===== src/rtl/simt_mem_pkg.sv =====
// Shared definitions for the SIMT lane / scratchpad memory path.
// Contents:
//   NLANES, ADDR_W, DATA_W, BANK_W  - geometry of the lane group and scratchpad
//   bank_of()                       - word address -> bank index
//   sched_state_t                   - bank scheduler FSM states
package simt_mem_pkg;

  localparam int NLANES = 4;
  localparam int ADDR_W = 14;
  localparam int DATA_W = 32;
  localparam int BANK_W = 2;

  typedef enum logic [1:0] {
    IDLE,
    ISSUE,
    DRAIN,
    RESP
  } sched_state_t;

  // Banks are word-interleaved: consecutive words land in consecutive banks.
  function automatic logic [BANK_W-1:0] bank_of(input logic [ADDR_W-1:0] addr);
    return addr[BANK_W-1:0];
  endfunction

endpackage


===== src/rtl/sram_bank_sched_if.sv =====
// Warp memory request/response bus between the load/store unit and the
// bank scheduler.
// Signals:
//   req_valid/req_ready          - request handshake (accepted when both high)
//   req_mask, req_we             - per-lane active and write flags
//   req_addr0..3, req_wd0..3     - per-lane word address and write data
//   resp_valid                   - one-cycle pulse when the warp response is complete
//   resp_rd0..3                  - per-lane read data
// Modports: master = load/store unit side, slave = scheduler side.
interface sram_bank_sched_if;
  import simt_mem_pkg::*;

  logic              req_valid;
  logic              req_ready;
  logic [NLANES-1:0] req_mask;
  logic [NLANES-1:0] req_we;
  logic [ADDR_W-1:0] req_addr0, req_addr1, req_addr2, req_addr3;
  logic [DATA_W-1:0] req_wd0, req_wd1, req_wd2, req_wd3;
  logic              resp_valid;
  logic [DATA_W-1:0] resp_rd0, resp_rd1, resp_rd2, resp_rd3;

  modport master (
    output req_valid, req_mask, req_we,
    output req_addr0, req_addr1, req_addr2, req_addr3,
    output req_wd0, req_wd1, req_wd2, req_wd3,
    input  req_ready, resp_valid,
    input  resp_rd0, resp_rd1, resp_rd2, resp_rd3
  );

  modport slave (
    input  req_valid, req_mask, req_we,
    input  req_addr0, req_addr1, req_addr2, req_addr3,
    input  req_wd0, req_wd1, req_wd2, req_wd3,
    output req_ready, resp_valid,
    output resp_rd0, resp_rd1, resp_rd2, resp_rd3
  );

endinterface


===== src/rtl/sram_bank_pick.sv =====
// Combinational round selection for the bank scheduler: from the set of
// pending lanes, choose at most one lane per bank (the lowest-index one).
// Optional feature macro: SRAM_BCAST_EN - pending read lanes whose full
// address equals the chosen read lane of their bank join the same round.
// Ports:
//   pend  in  - lanes still waiting to be issued
//   addr  in  - per-lane word address
//   we    in  - per-lane write flag
//   issue out - lanes to issue this round
module sram_bank_pick
  import simt_mem_pkg::*;
(
  input  logic [NLANES-1:0]             pend,
  input  logic [NLANES-1:0][ADDR_W-1:0] addr,
  input  logic [NLANES-1:0]             we,
  output logic [NLANES-1:0]             issue
);

  logic [NLANES-1:0] first;

  // A lane owns its bank this round unless a lower pending lane maps there;
  // this is also what keeps lower-lane writes ahead of higher-lane ones.
  always_comb begin
    first = '0;
    for (int i = 0; i < NLANES; i++) begin
      first[i] = pend[i];
      for (int j = 0; j < i; j++)
        if (pend[j] && bank_of(addr[j]) == bank_of(addr[i])) first[i] = 1'b0;
    end
  end

`ifdef SRAM_BCAST_EN
  // A winning read broadcasts to later reads of the identical word.
  // Writes never merge, so the write-order guarantee is unaffected.
  always_comb begin
    issue = first;
    for (int i = 0; i < NLANES; i++)
      for (int j = 0; j < i; j++)
        if (pend[i] && !we[i] && first[j] && !we[j] && addr[j] == addr[i])
          issue[i] = 1'b1;
  end
`else
  logic unused_we;
  assign unused_we = ^we;
  assign issue     = first;
`endif

endmodule


===== src/rtl/sram_bank_sched.sv =====
// Bank-conflict scheduler between the 4 SIMT lanes and the 4-bank sram_fp
// scratchpad. A warp request is split into conflict-free rounds issued one
// per cycle; read data is gathered and returned as one response.
// Optional feature macro: SRAM_BCAST_EN (same-address read broadcast, see
// sram_bank_pick).
// Ports:
//   clk, reset          - clock, synchronous active-high reset
//   bus (slave)         - warp request/response bus
//   m_en                - per-port SRAM enable (port i carries lane i)
//   m_addr0..3, m_we0..3, m_wd0..3 - registered SRAM port controls
//   m_rd0..3            - SRAM read data, valid the cycle after issue
module sram_bank_sched
  import simt_mem_pkg::*;
(
  input  logic              clk,
  input  logic              reset,
  sram_bank_sched_if.slave  bus,
  output logic [NLANES-1:0] m_en,
  output logic [ADDR_W-1:0] m_addr0, m_addr1, m_addr2, m_addr3,
  output logic              m_we0, m_we1, m_we2, m_we3,
  output logic [DATA_W-1:0] m_wd0, m_wd1, m_wd2, m_wd3,
  input  logic [DATA_W-1:0] m_rd0, m_rd1, m_rd2, m_rd3
);

  sched_state_t state, next_state;
  logic accept;
  logic [NLANES-1:0] pend, cap, issue, lane_we, pick_pend, pick_we, m_we_q;
  logic [NLANES-1:0][ADDR_W-1:0] req_addr, lane_addr, pick_addr, m_addr_q;
  logic [NLANES-1:0][DATA_W-1:0] req_wd, lane_wd, pick_wd, m_wd_q, m_rd, result;

  assign req_addr = {bus.req_addr3, bus.req_addr2, bus.req_addr1, bus.req_addr0};
  assign req_wd   = {bus.req_wd3, bus.req_wd2, bus.req_wd1, bus.req_wd0};
  assign m_rd     = {m_rd3, m_rd2, m_rd1, m_rd0};

  assign accept         = bus.req_valid && (state == IDLE);
  assign bus.req_ready  = (state == IDLE);
  assign bus.resp_valid = (state == RESP);
  assign bus.resp_rd0   = result[0];
  assign bus.resp_rd1   = result[1];
  assign bus.resp_rd2   = result[2];
  assign bus.resp_rd3   = result[3];

  assign {m_addr3, m_addr2, m_addr1, m_addr0} = m_addr_q;
  assign {m_we3, m_we2, m_we1, m_we0}         = m_we_q;
  assign {m_wd3, m_wd2, m_wd1, m_wd0}         = m_wd_q;

  // The SRAM ports are registered, so round 1 has to be picked straight from
  // the incoming request on the accepting edge; later rounds come from the
  // lane registers.
  always_comb begin
    pick_pend = pend;
    pick_we   = lane_we;
    pick_addr = lane_addr;
    pick_wd   = lane_wd;
    if (state == IDLE) begin
      pick_pend = accept ? bus.req_mask : '0;
      pick_we   = bus.req_we;
      pick_addr = req_addr;
      pick_wd   = req_wd;
    end
  end

  sram_bank_pick u_pick (
    .pend  (pick_pend),
    .addr  (pick_addr),
    .we    (pick_we),
    .issue (issue)
  );

  always_ff @(posedge clk) begin
    if (reset) state <= IDLE;
    else       state <= next_state;
  end

  // ISSUE lasts while rounds are being loaded; once pend is empty the last
  // round is on the ports, and DRAIN waits for its read data.
  always_comb begin
    next_state = state;
    case (state)
      IDLE:    if (accept) next_state = (bus.req_mask == '0) ? RESP : ISSUE;
      ISSUE:   if (pend == '0) next_state = DRAIN;
      DRAIN:   next_state = RESP;
      RESP:    next_state = IDLE;
      default: next_state = IDLE;
    endcase
  end

  // Unissued lanes get zeroed port fields so the SRAM bus stays quiet.
  // cap trails m_en by one cycle, lining up with the SRAM read latency.
  always_ff @(posedge clk) begin
    if (reset) begin
      pend      <= '0;
      cap       <= '0;
      m_en      <= '0;
      m_we_q    <= '0;
      m_addr_q  <= '0;
      m_wd_q    <= '0;
      lane_we   <= '0;
      lane_addr <= '0;
      lane_wd   <= '0;
      result    <= '0;
    end else begin
      pend   <= pick_pend & ~issue;
      m_en   <= issue;
      m_we_q <= issue & pick_we;
      cap    <= m_en;
      for (int i = 0; i < NLANES; i++) begin
        m_addr_q[i] <= issue[i] ? pick_addr[i] : '0;
        m_wd_q[i]   <= (issue[i] && pick_we[i]) ? pick_wd[i] : '0;
        if (accept)                     result[i] <= '0;
        else if (cap[i] && !lane_we[i]) result[i] <= m_rd[i];
      end
      if (accept) begin
        lane_we   <= bus.req_we;
        lane_addr <= req_addr;
        lane_wd   <= req_wd;
      end
    end
  end

endmodule

===== src/flat_wrapper.sv =====
// flat-port wrapper written by rule: the top's interface ports become plain ports
module sram_bank_sched_flat import simt_mem_pkg::*;
  (clk, reset, m_en, m_addr0, m_addr1, m_addr2, m_addr3, m_we0, m_we1, m_we2, m_we3, m_wd0, m_wd1, m_wd2, m_wd3, m_rd0, m_rd1, m_rd2, m_rd3, bus_req_valid, bus_req_mask, bus_req_we, bus_req_addr0, bus_req_addr1, bus_req_addr2, bus_req_addr3, bus_req_wd0, bus_req_wd1, bus_req_wd2, bus_req_wd3, bus_req_ready, bus_resp_valid, bus_resp_rd0, bus_resp_rd1, bus_resp_rd2, bus_resp_rd3);
  sram_bank_sched_if bus_i ();
  input  logic clk;
  input  logic reset;
  output logic [NLANES-1:0] m_en;
  output logic [ADDR_W-1:0] m_addr0;
  output logic [ADDR_W-1:0] m_addr1;
  output logic [ADDR_W-1:0] m_addr2;
  output logic [ADDR_W-1:0] m_addr3;
  output logic m_we0;
  output logic m_we1;
  output logic m_we2;
  output logic m_we3;
  output logic [DATA_W-1:0] m_wd0;
  output logic [DATA_W-1:0] m_wd1;
  output logic [DATA_W-1:0] m_wd2;
  output logic [DATA_W-1:0] m_wd3;
  input  logic [DATA_W-1:0] m_rd0;
  input  logic [DATA_W-1:0] m_rd1;
  input  logic [DATA_W-1:0] m_rd2;
  input  logic [DATA_W-1:0] m_rd3;
  input wire logic [$bits(bus_i.req_valid)-1:0] bus_req_valid;
  input wire logic [$bits(bus_i.req_mask)-1:0] bus_req_mask;
  input wire logic [$bits(bus_i.req_we)-1:0] bus_req_we;
  input wire logic [$bits(bus_i.req_addr0)-1:0] bus_req_addr0;
  input wire logic [$bits(bus_i.req_addr1)-1:0] bus_req_addr1;
  input wire logic [$bits(bus_i.req_addr2)-1:0] bus_req_addr2;
  input wire logic [$bits(bus_i.req_addr3)-1:0] bus_req_addr3;
  input wire logic [$bits(bus_i.req_wd0)-1:0] bus_req_wd0;
  input wire logic [$bits(bus_i.req_wd1)-1:0] bus_req_wd1;
  input wire logic [$bits(bus_i.req_wd2)-1:0] bus_req_wd2;
  input wire logic [$bits(bus_i.req_wd3)-1:0] bus_req_wd3;
  output wire logic [$bits(bus_i.req_ready)-1:0] bus_req_ready;
  output wire logic [$bits(bus_i.resp_valid)-1:0] bus_resp_valid;
  output wire logic [$bits(bus_i.resp_rd0)-1:0] bus_resp_rd0;
  output wire logic [$bits(bus_i.resp_rd1)-1:0] bus_resp_rd1;
  output wire logic [$bits(bus_i.resp_rd2)-1:0] bus_resp_rd2;
  output wire logic [$bits(bus_i.resp_rd3)-1:0] bus_resp_rd3;
  assign bus_i.req_valid = bus_req_valid;
  assign bus_i.req_mask = bus_req_mask;
  assign bus_i.req_we = bus_req_we;
  assign bus_i.req_addr0 = bus_req_addr0;
  assign bus_i.req_addr1 = bus_req_addr1;
  assign bus_i.req_addr2 = bus_req_addr2;
  assign bus_i.req_addr3 = bus_req_addr3;
  assign bus_i.req_wd0 = bus_req_wd0;
  assign bus_i.req_wd1 = bus_req_wd1;
  assign bus_i.req_wd2 = bus_req_wd2;
  assign bus_i.req_wd3 = bus_req_wd3;
  assign bus_req_ready = bus_i.req_ready;
  assign bus_resp_valid = bus_i.resp_valid;
  assign bus_resp_rd0 = bus_i.resp_rd0;
  assign bus_resp_rd1 = bus_i.resp_rd1;
  assign bus_resp_rd2 = bus_i.resp_rd2;
  assign bus_resp_rd3 = bus_i.resp_rd3;
  sram_bank_sched u_core (.clk(clk), .reset(reset), .bus(bus_i), .m_en(m_en), .m_addr0(m_addr0), .m_addr1(m_addr1), .m_addr2(m_addr2), .m_addr3(m_addr3), .m_we0(m_we0), .m_we1(m_we1), .m_we2(m_we2), .m_we3(m_we3), .m_wd0(m_wd0), .m_wd1(m_wd1), .m_wd2(m_wd2), .m_wd3(m_wd3), .m_rd0(m_rd0), .m_rd1(m_rd1), .m_rd2(m_rd2), .m_rd3(m_rd3));
endmodule

===== config.mk =====
export PLATFORM = sky130hd
export DESIGN_NAME = sram_bank_sched_flat
export DESIGN_NICKNAME = d
export VERILOG_FILES = /design/src/rtl/simt_mem_pkg.sv /design/src/rtl/sram_bank_sched_if.sv /design/src/rtl/sram_bank_pick.sv /design/src/rtl/sram_bank_sched.sv /design/src/flat_wrapper.sv
export SDC_FILE = /design/constraint.sdc
export NUM_CORES = 1
export LEC_CHECK = 0
export CAP_MARGIN = 15
export CORE_MARGIN = 5
export CORE_UTILIZATION = 30
export CTS_CLUSTER_SIZE = 16
export DETAILED_ROUTE_END_ITERATION = 8
export PLACE_DENSITY = 0.56
export SYNTH_ARGS = -nofsm -noshare
export SYNTH_HDL_FRONTEND = slang
export SYNTH_SLANG_ARGS = --single-unit

===== constraint.sdc =====
create_clock -name clk -period 4.2 [get_ports clk]
set_input_delay 0.42 -clock clk [delete_from_list [all_inputs] [get_ports clk]]
set_output_delay 0.42 -clock clk [all_outputs]
set_load 0.01 [all_outputs]

# Word-level counts from Yosys, hierarchy flattened
# Index checks and enable logic that the tools add are counted.
# classes
mux,15
bitwise_logic,11
n_reduce_logical,32
eq_ne,11
# op_table
cell,count
two-way mux 128 bit,1
two-way mux 56 bit,1
OR reduction 2 bit,9
logical AND 1 bit,15
equality test 2 bit,6
two-way mux 4 bit,3
AND 4 bit,2
logical NOT 4 bit,2
NOT 1 bit,8
one-hot mux 2 bit (4 select lines),1
two-way mux 1 bit,6
two-way mux 2 bit,3
equality test 2 bit (second input constant),2
logical NOT 1 bit,4
inequality test 2 x 1 -> 1 bit (second input constant),2
NOT 4 bit,1
equality test 2 x 1 -> 1 bit (second input constant),1
logical NOT 2 bit,1
AND reduction 2 bit,1
# totals
input_bits,323
out_inout_bits,322
ff_bits,518
wordCells,95

# Longest topological paths before layout
# Gate-level depths: netlist of the first run.
# logic_depth
word_depth,11
depth_mapped,10
ltp_nobuf,7

# Modules after synthesis
# A second synthesis of the first run with hierarchy kept.
# hier_totals
cells_unflattened,2064
area_unflattened_um2,18631.6
# by_module_without_submodules
module,seq_area_each_um2,area_each_um2,n_inst,cells_each
sram_bank_sched,10369.9,18464.0,1,2041
sram_bank_pick,0.0,167.7,1,23

# Worst setup path before layout of the first run
# Ideal clock, no wire load.
# synth_timing
path_kind,reg-to-reg
from,reg u_core.state[0]
to,reg u_core.m_wd_q (netlist bit u_core.m_wd3[22])
t_arrival_ps,2083
path_slack_ps,2044
synth_period_minus_slack_ps,2156
setup_time_ps,73
t_required_ps,4127
n_path_buf,4
stages_incl_launch_ff,11
path_cell_list,dfxtp_1 > inv_1 > ha_1 > buf_2 > nand3_1 > nor3_1 > or4_1 > clkbuf_1 > buf_6 > buf_6 > nor3_2
# synth_between
elab_chain_cells,11
# synth_rtl
element,line_no,rtl
from (decl),sram_bank_sched.sv:25,"sched_state_t state, next_state;"
from (signal assigned),sram_bank_sched.sv:72,else state <= next_state;
logical NOT 2 bit *,--,
net bus_req_ready,flat_wrapper.sv:35,output wire logic [$bits(bus_i.req_ready)-1:0] bus_req_ready;
logical AND 1 bit,sram_bank_sched.sv:35,assign accept = bus.req_valid && (state == IDLE);
two-way mux 4 bit,sram_bank_sched.sv:56,pick_pend = accept ? bus.req_mask : '0;
two-way mux 4 bit,sram_bank_sched.sv:55,if (state == IDLE) begin
logical AND 1 bit,sram_bank_pick.sv:28,if (pend[j] && bank_of(addr[j]) == bank_of(addr[i])) first[i] = 1'b0;
two-way mux 1 bit (3 in series),sram_bank_pick.sv:28,
logical AND 1 bit,sram_bank_sched.sv:109,m_wd_q[i] <= (issue[i] && pick_we[i]) ? pick_wd[i] : '0;
NOT 1 bit (no line),--,
OR reduction 2 bit (no line),--,
"to (signal, indexed assignment)",sram_bank_sched.sv:109,
to (decl),sram_bank_sched.sv:29,"logic [NLANES-1:0][DATA_W-1:0] req_wd, lane_wd, pick_wd, m_wd_q, m_rd, result;"
# Mark *: on every way through the listed nets, which the timed path passes. The rest lies on a longest branch.
# A chain may end at the register's enable or synchronous reset.

# Final worst setup path of the first run
# layout_timing
from,reg u_core.state[0]
to,out bus_req_ready
# layout_between
elab_chain_cells,1
# layout_rtl
element,line_no,rtl
logical NOT 2 bit,sram_bank_sched.sv:36,assign bus.req_ready = (state == IDLE);
to (decl),flat_wrapper.sv:35,
# Every way passes these cells.

==> results of run 1 <==
## layout make-up
| type | count | area [sq um] | share of cell area (%) |
|---|---|---|---|
| sequential | 517 | 10300 | 37.3 |
| clock inverter | 16 | 203 | 0.730 |
| inverter | 7 | 26.3 | 0.0947 |
| tap | 837 | 1050 | 3.77 |
| antenna | 16 | 40.0 | 0.144 |
| clock buffer | 84 | 1680 | 6.04 |
| multi-input combinational | 1433 | 7690 | 27.7 |
| timing repair buffer | 672 | 6730 | 24.2 |
## cell usage in the layout (no fill, tap or decap), types with 16 or more instances in the layout
cell type / instances
nor3_1: 42
buf_4: 23
or3_1: 33
diode_2: 16
clkdlybuf4s50_1: 643
dfxtp_1: 517
clkbuf_8: 18
nand2_1: 637
nor2_1: 96
nor4_1: 32
clkbuf_16: 56
a21oi_1: 321
mux2i_1: 184
## metrics by stage
step / cells / util, % / hold WS (ns) / setup slack, ns
final: 3582 / 45.0 / 0.362 / 0.822
after global routing: 3577 / 45.0 / 0.328 / 0.680
after CTS: 3563 / 44.8 / 0.315 / 0.744
after detailed placement: 3463 / 41.8 / 0.446 / 1.15
after global placement: 3462 / 41.7 / 0.440 / 1.24
after floorplan: 2132 / - / 0.436 / 2.04
## worst paths after layout
check	startpoint	endpoint	slack [ns]	cells past startpoint
setup / recovery	u_core.state[0]$_SDFFE_PP0P_	bus_req_ready	0.82	4
hold / removal	m_rd3[5]	u_core.bus.resp_rd3[5]$_SDFFE_PP0P_	0.36	3
setup reg to reg	u_core.state[0]$_SDFFE_PP0P_	u_core.m_addr3[5]$_SDFF_PP0_	1.40	7
hold reg to reg	u_core.bus.resp_rd0[20]$_SDFFE_PP0P_	u_core.bus.resp_rd0[20]$_SDFFE_PP0P_	0.45	2
## cell usage after synthesis
master / number / area, sq um
a211oi_1: 2 / 15.0
a21o_1: 1 / 7.51
a21oi_1: 322 / 1610
a221oi_1: 1 / 8.76
a2bb2oi_1: 1 / 8.76
and2_1: 1 / 6.26
and3_1: 1 / 6.26
buf_1: 8 / 30.0
buf_2: 26 / 130
buf_4: 2 / 15.0
buf_6: 2 / 22.5
clkbuf_1: 134 / 503
clkbuf_2: 3 / 15.0
dfxtp_1: 517 / 10300
ha_1: 4 / 50.1
inv_1: 6 / 22.5
inv_2: 1 / 3.75
mux2_2: 2 / 22.5
mux2i_1: 186 / 1860
nand2_1: 638 / 2390
nand2b_1: 7 / 43.8
nand3_1: 4 / 20.0
nor2_1: 96 / 360
nor2b_1: 10 / 62.6
nor3_1: 42 / 210
nor3_2: 10 / 100
nor4_1: 32 / 200
nor4_2: 15 / 188
o21a_1: 1 / 7.51
o21ai_0: 1 / 5.00
o31ai_1: 1 / 7.51
o32ai_2: 1 / 16.3
or2_2: 1 / 6.26
or3_1: 33 / 206
or4_1: 2 / 15.0
xnor2_1: 9 / 78.8
xor2_1: 9 / 78.8
## cells by family (layout without fill, tap and decap cells)
family | Yosys count | after routing | synth area share, %
buf+inv | 182 | 779 | 3.97
compound gates | 331 | 331 | 9.03
simple gates | 892 | 892 | 20.4
other cells | 0 | 16 | 0
flops | 517 | 517 | 55.4
xor+xnor | 18 | 18 | 0.843
fa+ha+maj | 4 | 4 | 0.268
mux | 188 | 188 | 10.1
## layer usage
metal	share of wire [%]	global-route usage [%]
met4	2.1	5.56
met1	39	22.2
met5	0.22	0
met2	50	33.9
met3	9.2	7.77
## worst max-delay path: cells and delay by family, from the launching register on
family / cells / cell delay [ns]
buf+inv: 3 / 1.55
fa+ha+maj: 1 / 0.43
flops: 1 / 0.33
## where the power goes
part / total, W / internal, W / switching, W
combinational: 0.00411 / 0.00172 / 0.00239
sequential: 0.00558 / 0.00536 / 0.000224
clock: 0.00497 / 0.00293 / 0.00204
==> impl_results.md, run 1 <==
* Detailed-route DRC error count at 0
* Routability cong. at 0.818
* Setup Fix Bufs, Post-CTS at 0
* Core area at 61,700 sq um
* Ports at 645
* CP Launch Type: flop
* Mapped Nets at 2,459
* Final worst-path cycle share at 80.4%
* Final Hold Viols at 0
* Layout overhead on the synthesized area at 48.5%
* Vias in the first global route at 16,300
* Nets at 3,014
* Register area share after synthesis at 55.4%
* Mapped cell area at 18,700 sq um
* Crit path cell chain: inv_1, ha_4, buf_4, clkdlybuf4s50_1
* Worst slew margin at 29.5%
* # fillers at 5,944
* 1st-pass router iterations at 5
* Die Ht at 260 um
* Syn Area/Cell at 8.77 sq um
* RSZ-0062 raised after global routing: false
* Clock Tree Root: clkbuf_16
* Total power at 0.0147 W
* Minimum clock period at 3.38 ns
* Number of library cell types mapped by synthesis at 37
* Htree depth at 2
* Synth warn at 0
* Final Slew Violations at 0
* Chip width at 260 um
* Rows at 91
* Max reg flops at 128
* Total routed wirelength at 69.8 mm
* Clk sinks at 517
* CTS Buffer Depth at 3
* DIE AREA at 67,400 sq um
* Worst EP required at 3.78 ns
* TNS Setup at 0 ns
* Worst endpoint data arrival time at 2.96 ns
* Static leakage at 10.3 nW
* Global route total overflow at 0
* Post-CTS Hold Fix Bufs at 0
* Slew @ Worst Pin at 1.06 ns
* Flops & latches, synth at 517
* Clock tree from TritonCTS: yes
* Placed Area at 25,800 sq um
* Max Clk Rate at 296 MHz
* PortBufs at 644
* Vias at 16,700
* Worst stage delay on the critical path at 0.73 ns
* CP Capture Type: output port
* Initial DRC count at 804
* Min-Delay Path Class: primary input to flop
* Top Registers: u_core.lane_wd (128), u_core.lane_addr (56)
* VDD IR-drop max at 0.000405 V
* CTS buffer count at 56
* Crit path max fanout at 45
* Avg WL per Cell at 19.5 um
* Most flop-heavy register: u_core.lane_wd
* HPWL Detailed at 49.2 mm
* Initial Util at 30.3%
* Outcome: finished, final reports clean
* GRT Overall Usage at 19.5%
* Crit-path slowest cell: buf_4
* First-pass GRT wire length at 102 mm
* Post-Syn Instances at 2,132
* Clock Skew at 0.0230 ns
* Pin count of the biggest net entering global routing at 189
* Layout cells sized above 1 at 5.90%
* PwrDens at 528 nW/um^2
* Post_cts resized at 0
* Routed Antenna Nets at 0
* Max-cap violations at 0
* Final Cell Area at 27,800 sq um
* Initial antenna violation count at 28
* Setup violations, final at 0
* Worst-path clk slew at 0.06 ns
* Worst skew pair latency at 0.61 ns
* Critical path type: flop to output port
* Via density at 4.65
No activity file was read; power rests on OpenSTA's default activity.
==> run 2: changes to the inputs <==
--- a/config.mk
+++ b/config.mk
@@ -10,7 +10,7 @@
 export CORE_UTILIZATION = 30
 export CTS_CLUSTER_SIZE = 16
 export DETAILED_ROUTE_END_ITERATION = 8
-export PLACE_DENSITY = 0.56
+export PLACE_DENSITY = 0.58
 export SYNTH_ARGS = -nofsm -noshare
 export SYNTH_HDL_FRONTEND = slang
 export SYNTH_SLANG_ARGS = --single-unit
==> constraint.sdc (replaced) <==
create_clock -name clk -period 3.1 [get_ports clk]
set_input_delay 0.31 -clock clk [delete_from_list [all_inputs] [get_ports clk]]
set_output_delay 0.31 -clock clk [all_outputs]
set_load 0.01 [all_outputs]
==> run 2 against run 1 <==
Critical path depth is 3 higher. Via count grew 0.58%. Worst hold slack worse by 0.17 ns. Routed wire length is essentially flat. Total power up 35%. Sequential share of layout area about the same. Critical path type is now flop to flop. Clock skew down 0.0056 ns.
==> impl_results.md, run 2 (synthesis gave the netlist of run 1 again) <==
* Routability cong. at 0.858 (was 0.818)
* Static leakage at 10.3 nW (about the same)
* Layout cells sized above 1 at 6.04% (was 5.90%)
* Slew @ Worst Pin at 1.13 ns (was 1.06 ns)
* TNS Setup at 0 ns (unchanged)
* GRT Overall Usage at 19.4% (was 19.5%)
* Nets at 3,020 (was 3,014)
* PwrDens at 713 nW/um^2 (was 528 nW/um^2)
* Min Hold Slack at 0.195 ns (was 0.362 ns)
* CP Launch Type: flop (unchanged)
* Final worst-path cycle share at 88.6%
* Worst skew pair latency at 0.59 ns (was 0.61 ns)
* Final Cell Area at 27,800 sq um (about the same)
* Vias at 16,800 (was 16,700)
* Htree depth at 2 (unchanged)
* CTS buffer count at 57 (was 56)
* CP Capture Type: flop (was output port)
* Setup Slack @ Placement at 0.419 ns (was 1.15 ns)
* Core area at 61,700 sq um (unchanged)
* DIE AREA at 67,400 sq um (unchanged)
* Ports at 645 (unchanged)
* Outcome: finished, final reports clean (unchanged)
* Initial DRC count at 919 (was 804)
* HPWL Detailed at 49.4 mm (was 49.2 mm)
* Post-layout worst setup margin at 0.354 ns (was 0.822 ns)
* Worst EP required at 3.60 ns (was 3.78 ns)
* Clk sinks at 517 (unchanged)
* Chip width at 260 um (unchanged)
* Setup violations, final at 0 (unchanged)
* Pin count of the biggest net entering global routing at 189 (unchanged)
* Post_cts resized at 0 (unchanged)
* Max-cap violations at 0 (unchanged)
* Max reg flops at 128 (unchanged)
* Most common cell after layout, fill and taps aside: clkdlybuf4s50_1 (unchanged)
* Post-CTS Hold Fix Bufs at 0 (unchanged)
* Layout overhead on the synthesized area at 48.6% (was 48.5%)
* Commonest cells after routing, fill and taps aside: clkdlybuf4s50_1 (643), nand2_1 (637), dfxtp_1 (517) (unchanged)
* Most flop-heavy register: u_core.lane_wd (unchanged)
* Rows at 91 (unchanged)
* Fin util at 45.0% (about the same)
* # fillers at 5,992 (was 5,944)
* Max Clk Rate at 364 MHz
* CTS Buffer Depth at 3 (unchanged)
* Worst endpoint data arrival time at 3.25 ns (was 2.96 ns)
* Min-Delay Path Class: primary input to flop (unchanged)
* Avg WL per Cell at 19.5 um (about the same)
* Final Hold Viols at 0 (unchanged)
* Initial antenna violation count at 27 (was 28)
* Final Slew Violations at 0 (unchanged)
* Clock tree from TritonCTS: yes (unchanged)
* Total routed wirelength at 69.8 mm (about the same)
* Clock Tree Root: clkbuf_16 (unchanged)
* Worst slew margin at 24.4% (was 29.5%)
* Global route total overflow at 0 (unchanged)
* Critical path type: flop to flop (was flop to output port)
* Detailed-route DRC error count at 0 (unchanged)
* RSZ-0062 raised after global routing: false (unchanged)
* Clock Skew at 0.0174 ns (was 0.0230 ns)
* Routed Antenna Nets at 0 (unchanged)
* Minimum clock period at 2.75 ns
* Die Ht at 260 um (unchanged)
* First-pass GRT wire length at 103 mm (was 102 mm)
* PortBufs at 644 (unchanged)
* Initial Util at 30.3% (unchanged)
* 1st-pass router iterations at 5 (unchanged)
* VDD IR-drop max at 0.000584 V (was 0.000405 V)
* Setup Fix Bufs, Post-CTS at 0 (unchanged)
* Placed Area at 25,900 sq um (was 25,800 sq um)
* Vias in the first global route at 16,600 (was 16,300)
* Top Registers: u_core.lane_wd (128), u_core.lane_addr (56) (unchanged)
* Worst-path clk slew at 0.06 ns (about the same)
* Via density at 4.67 (was 4.65)
* Crit path max fanout at 188 (was 45)
* R2R setup slack at 0.35 ns (was 1.40 ns)
[run 2: cell types whose count changed in the layout (fill, tap and decap cells not counted), sizes merged]
| cell | delta |
|---|---|
| buf | +5 |
| inv | +2 |
| clkinvlp | +1 |
| clkbuf | -5 |
| diode | +3 |
[run 2: area by class of cell]
| type | instances | area (sq um) | area share, % |
|---|---|---|---|
| Inverter | 7 | 26.3 | 0.0946 |
| Timing Repair Buffer | 677 | 6800 | 24.5 |
| Clock buffer | 79 | 1630 | 5.87 |
| Antenna cell | 19 | 47.5 | 0.171 |
| Clock inverter | 19 | 186 | 0.671 |
| Tap cell | 837 | 1050 | 3.77 |
| Sequential cell | 517 | 10300 | 37.3 |
| Multi-Input combinational cell | 1433 | 7690 | 27.7 |
[run 2: per-layer routing]
layer / vias up / global-route usage [%] / part of all wire [%]
met5: - / 0 / 0.15
met4: 14 / 6.16 / 2.8
met3: 109 / 6.83 / 8.7
met2: 553 / 33.9 / 50
met1: 7907 / 22.4 / 39
li1: 8178 / - / -
[run 2: critical path: stages, from the launching register on]
cell,delay [ns]
dfxtp_1,0.33
inv_1,0.14
ha_4,0.43
buf_4,0.37
and2_4,0.23
buf_12,0.63
nand2_1,0.14
a21oi_1,0.16
[run 2: per-stage QoR]
stage | total power, W | std cells
detailed placement | 0.0134 | 3471
global route | 0.0208 | 3581
CTS | 0.0201 | 3569
finish | 0.0198 | 3588
floorplan | 0.0114 | 2132
global placement | 0.0133 | 3471
[run 2: where the power goes]
group	switching [W]	internal, W	leakage [nW]	total (W)
logic	0.00326	0.00239	5.21	0.00565
clock network	0.00270	0.00389	0.900	0.00658
registers	0.000304	0.00726	4.20	0.00757
total	0.00626	0.0135	10.3	0.0198
[run 2: path summary, 6_finish.rpt]
| path | startpoint | end | cells after the start |
|---|---|---|---|
| worst max-delay path | u_core.state[0]$_SDFFE_PP0P_ | u_core.lane_wd[21]$_SDFFE_PP0N_ | 7 |
| worst min register to register | u_core.lane_wd[93]$_SDFFE_PP0N_ | u_core.lane_wd[93]$_SDFFE_PP0N_ | 2 |
| worst max register to register | u_core.state[0]$_SDFFE_PP0P_ | u_core.lane_wd[21]$_SDFFE_PP0N_ | 7 |
| worst min-delay path | reset | u_core.lane_wd[112]$_SDFFE_PP0N_ | 2 |
